[src/rtl/nor_n_filtered.sv]
// WIDTH-input NOR reduction built from NOR4 leaves, with an optional leaf
// register stage and a consecutive-enabled-cycle deglitch filter on the result.
module nor_n_filtered #(
  parameter int unsigned WIDTH     = 8,
  parameter int unsigned FILT      = 2,
  parameter int unsigned PIPE      = 1,
  parameter bit          RESET_VAL = 1'b1
) (
  input  logic             CLK,
  input  logic             RN,
  input  logic             EN,
  input  logic [WIDTH-1:0] A,
  output logic             ZN,
  output logic             ZN_CHG
);

  localparam int unsigned G  = (WIDTH + 3) / 4;
  localparam int unsigned LW = 4 * G;
  localparam int unsigned CW = $clog2(FILT + 1);
  localparam logic [CW-1:0] CNT_LAST = CW'(FILT - 1);

  logic [LW-1:0] a_pad;
  logic [G-1:0]  leaf_c;
  logic [G-1:0]  leaf;
  logic          raw;

  logic [CW-1:0] cnt_q;
  logic [CW-1:0] cnt_nxt;
  logic          zn_nxt;
  logic          chg_nxt;

  // Zero-extend A so the last group's missing bits read as 0.
  assign a_pad = LW'(A);

  always_comb begin
    leaf_c = '0;
    for (int k = 0; k < int'(G); k++) begin
      leaf_c[k] = ~|a_pad[4*k +: 4];
    end
  end

  if (PIPE != 0) begin : g_pipe
    logic [G-1:0] leaf_q;

    // Leaf registers reset to the NOR of all-zero inputs.
    always_ff @(posedge CLK) begin
      if (!RN) begin
        leaf_q <= '1;
      end else if (EN) begin
        leaf_q <= leaf_c;
      end
    end

    assign leaf = leaf_q;
  end else begin : g_comb
    assign leaf = leaf_c;
  end

  assign raw = &leaf;

  // Filter: adopt raw only after it differs from ZN for FILT enabled cycles.
  always_comb begin
    cnt_nxt = cnt_q;
    zn_nxt  = ZN;
    chg_nxt = 1'b0;
    if (EN) begin
      if (raw == ZN) begin
        cnt_nxt = '0;
      end else if (cnt_q == CNT_LAST) begin
        zn_nxt  = raw;
        cnt_nxt = '0;
        chg_nxt = 1'b1;
      end else begin
        cnt_nxt = cnt_q + CW'(1);
      end
    end
  end

  always_ff @(posedge CLK) begin
    if (!RN) begin
      ZN     <= RESET_VAL;
      ZN_CHG <= 1'b0;
      cnt_q  <= '0;
    end else begin
      ZN     <= zn_nxt;
      ZN_CHG <= chg_nxt;
      cnt_q  <= cnt_nxt;
    end
  end

endmodule
[config.mk]
export PLATFORM = sky130hd
export DESIGN_NAME = nor_n_filtered
export DESIGN_NICKNAME = d
export VERILOG_FILES = /design/src/rtl/nor_n_filtered.sv
export SDC_FILE = /design/constraint.sdc
export NUM_CORES = 1
export LEC_CHECK = 0
export BUFFER_PORTS_ARGS = -buffer_cell sky130_fd_sc_hd__buf_2
export CAP_MARGIN = 20
export CORE_AREA = 2 2 39 41
export DETAILED_ROUTE_END_ITERATION = 16
export DIE_AREA = 0 0 41 43
export PLACE_DENSITY = 0.44
export SLEW_MARGIN = 20
export SYNTH_ARGS = -nofsm -noshare
export SYNTH_HDL_FRONTEND = slang
export SYNTH_SLANG_ARGS = --single-unit
[constraint.sdc]
create_clock -name CLK -period 2.1 [get_ports CLK]
set_input_delay 0.42 -clock CLK [delete_from_list [all_inputs] [get_ports CLK]]
set_output_delay 0.42 -clock CLK [all_outputs]
set_load 0.01 [all_outputs]
Word-level counts from Yosys, hierarchy flattened. Cells that the tools add are included.

Order comparisons: 0. Bitwise gates (word level): 3. Add/sub/neg operators: 1. Equal/unequal tests: 2. $mul: 0. Reductions and logical operators: 7. Div/mod/pow operators: 0. Shift-type cells: 0. Mux-type cells: 3.

Operator list (count): $reduce_or 4->1 (2); $mux 2 (2); $not 1->1 (3); $reduce_and 3->1 (1); $reduce_or 3->1 (1); $add 2x1->2 const B (1); $eq 2x1->1 const B (1); $logic_not 1->1 (2); $reduce_and 2->1 (1); $eq 1x1->1 (1); $mux 1 (1).

Flip-flop bits (word level): 6. Bits in writable memories: 0. Memory bits (read-only): 0. Memories: 0. Logic and storage cells: 20. Bits in latches: 0.

Logic depth before layout (Yosys ltp).
Depth after elaboration: 4. Gate-level depth with buffers: 3. Depth with buffers taken out: 3.

Worst setup path before layout. OpenSTA, ideal clock, no wires.

Path kind: reg2reg. Start: register ZN. End: register cnt_q[1]. Stages on the path, launching flop included: 3. Period minus slack after synthesis: 0.910 ns. Data arrival time: 0.836 ns. Library setup time: 0.074 ns. Buffers on the path: 0. Slack: 1.190 ns. Cell sequence: dfxtp_1 > or3_1 > a31oi_1.

Cells in the longest elaborated chain, start to end: 2.

Ends and longest elaborated chain: start: declaration (RTL line 13) `output logic ZN,`; start signal: assignment (RTL line 85) `ZN <= zn_nxt;`; $eq 1x1->1 (RTL line 67) `if (raw == ZN) begin`; $mux 2 (RTL line 67); end signal: assignment (RTL line 87) `cnt_q <= cnt_nxt;`; end: declaration (RTL line 27) `logic [CW-1:0] cnt_q;`.

Every way passes these cells. A chain may end at the register's enable or synchronous reset.

Final worst setup path.
Start: register ZN. End: output ZN.

No word-level cell between the ends.

==> summary.md <==
| Metric | Value |
|---|---|
| Fmax | `0.835 GHz` |
| CTS sink cnt | `6` |
| GR peak layer | `met1` |
| Worst-skew pair later-pin latency | `0.24 ns` |
| Arrival @ worst endpoint | `0.78 ns` |
| First-pass GRT wire length | `848 um` |
| Antenna violations before repair | `0` |
| Ys Warns | `0` |
| Critical-path top delay cell | `dfxtp_1` |
| CORE AREA | `1380 um2` |
| CP Class | `flop to output port` |
| Total GRT Usage | `7.44%` |
| Hold-fix buffers, CTS | `0` |
| Mapped Area | `245 um2` |
| Row count | `14` |
| Tcrit/Tclk final | `57.0%` |
| Initial core utilization | `17.7%` |
| IO Pins | `13` |
| Syn nets | `36` |
| Met1 usage in global routing | `9.39%` |
| Final hold slack | `0.406 ns` |
| Worst path top cell family by delay | `flip-flops` |
| Overflow after GRT | `0` |
| Root Buffer | `clkbuf_4` |
| Met2 global-route usage | `9.06%` |
| Clk pin slew, worst setup/hold paths | `0.04 ns` |
| Syn Inst Count | `25` |
| Post-CTS resize count | `0` |
| Synth area leaders | `dfxtp_1, nand3b_1, mux2i_1` |
| TNS Setup | `0 ns` |
| Fraction of layout cells with a size suffix above 1 | `40.0%` |
| Worst-case clock buffer depth | `2` |
| Total number of vias | `247` |
| Die height | `43 um` |
| Hold path start | `RN` |
| Die Wd | `41 um` |
| Met3 usage | `8.38%` |
| Max incr delay on CP | `0.38 ns` |
| Drt drc | `0` |
| Max-slew headroom | `83.5%` |
| CTS tree | `done` |
| Routed length per instance | `8.32 um` |
| Power Density | `753 nW/um2` |
| Post-synth top area share | `49.0%` |
| RSZ-0062 raised after global routing | `false` |
| # setup viols final | `0` |
| Area delta synth->final | `41.8%` |
| Fin cells | `56` |
| Status | `finished, final reports clean` |
| Worst EP required | `1.68 ns` |
| Hold Crit Class | `input pin to flop` |
| Type of origin of the critical path | `flop` |
| Seq/Total Area, Yosys | `49.0%` |
| Syn_area_per_cell | `9.81 um2` |
| Post-route ant nets | `0` |
| Min Tclk post-route | `1.20 ns` |
| Routability-driven placement congestion ratio | `0.694` |
| Worst reg-to-reg path cell count | `3` |
| Crit-path cells | `buf_2` |
| Hold EP | `g_pipe.leaf_q[1]$_SDFFE_PN1P_` |
| Largest net degree at the start of global routing | `8` |
| Layout Nets | `53` |
| Cts bufs inserted | `3` |
| CP Max Fanout | `5` |
| Peak supply drop | `0.305 mV` |
| Initial DRC Count | `1` |
| First-pass DRT Iterations | `2` |
| Port Buffers | `12` |
| Inserted Diodes | `0` |
| Buf+Inv Stages, Crit Path | `1` |
| Htree depth | `1` |
| Hold Path Depth | `2` |
| Final Power | `0.262 mW` |
| Setup Skew | `0.00175 ns` |
| Average via count per standard cell | `4.41` |
| RR Endpoint | `cnt_q[1]$_SDFFE_PN0P_` |
| Post-Place Cells | `53` |
| Number of global-route vias before repair | `224` |
| Post-Route WL | `466 um` |
| Setup slack, reg-to-reg | `1.15 ns` |
| Endpoints failing hold | `0` |
| Maxcap violations | `0` |
| Die area | `1760 um2` |
| Static leakage | `0.154 nW` |
| Max Slew Vio Count | `0` |
| Synth cell types | `12` |
| #FFs+latches synth | `6` |
| Crit end category | `output port` |
| Post-CTS setup buffer count | `0` |
| Reg2reg start | `g_pipe.leaf_q[0]$_SDFFE_PN1P_` |
| Dominant cell type by area after synthesis | `dfxtp_1` |
| Worst-Margin Slew | `0.245 ns` |
-- cells by family (layout without fill, tap and decap cells) --
kind of cell | count (synthesis) | count (layout) | share of synthesized area (%)
xor gates and xnor gates | 1 | 1 | 3.57
DFF | 6 | 6 | 49.0
buffers and inverters | 0 | 15 | 0
AOI/OAI and AO/OA | 3 | 3 | 7.65
muxes | 2 | 2 | 8.16
and+or+nand+nor | 13 | 13 | 31.6
-- per-stage QoR --
step / util [%] / worst slack [ns] / cell area (um2)
6_report: 25.1 / 0.903 / 348
3_5_place_dp: 23.5 / 1.03 / 325
3_3_place_gp: 23.5 / 1.04 / 325
4_1_cts: 25.1 / 0.890 / 348
5_1_grt: 25.1 / 0.867 / 348
2_1_floorplan: - / 1.19 / 245
-- layout make-up --
class	count	area, um2
clock buffer	3	22.5
fill	159	1040
multi-input combinational	19	125
sequential	6	120
tap	16	20.0
timing repair buffer	12	60.1
-- how the worst max path moves through the flow --
stage                               start                       endpoint  slack, ns  depth (start not counted)
after floorplan           ZN$_SDFFE_PN1P_          cnt_q[1]$_SDFFE_PN0P_       1.19                          2
after global placement               A[1]  g_pipe.leaf_q[0]$_SDFFE_PN1P_       1.04                          4
after detailed placement             A[1]  g_pipe.leaf_q[0]$_SDFFE_PN1P_       1.03                          4
after CTS                 ZN$_SDFFE_PN1P_                             ZN       0.89                          1
after global routing      ZN$_SDFFE_PN1P_                             ZN       0.87                          1
final                     ZN$_SDFFE_PN1P_                             ZN       0.90                          1
-- placed cells by master, fill, tap and decap left out --
| cell | synthesis | layout |
|---|---|---|
| buf_2 | 0 | 12 |
| dfxtp_1 | 6 | 6 |
| nand2_1 | 4 | 4 |
| nand3b_1 | 4 | 4 |
| clkbuf_4 | 0 | 3 |
| nor4_1 | 2 | 2 |
| mux2i_1 | 2 | 2 |
| nand2_2 | 1 | 1 |
| o211ai_1 | 1 | 1 |
| xor2_1 | 1 | 1 |
| nor3b_1 | 1 | 1 |
| or3_1 | 1 | 1 |
| a31oi_1 | 1 | 1 |
| o21ai_0 | 1 | 1 |
-- cell usage after synthesis (all sizes together) --
cell and instances:
a31oi 1, or3 1, nand2 5, xor2 1, dfxtp 6, nor3b 1
mux2i 2, nand3b 4, o21ai 1, nor4 2, o211ai 1
-- power breakdown --
group          switching (mW)  internal [mW]  leakage [nW]  total [mW]
Clock                  0.0386         0.0644        0.0138       0.103
Combinational          0.0150         0.0174        0.0908      0.0323
Sequential            0.00550          0.121        0.0493       0.127
-- routing by layer --
layer / vias up / routed length [um]
met5: - / 0
met4: 0 / 0
met3: 0 / 87
met2: 16 / 181
met1: 108 / 196
li1: 123 / -
-- sequential cells by signal, summed over array words and instances, names as in the netlist --
name / cells
cnt_q: 2
ZN: 1
ZN_CHG: 1
g_pipe.leaf_q: 2
(Power assumes the default switching activity.)
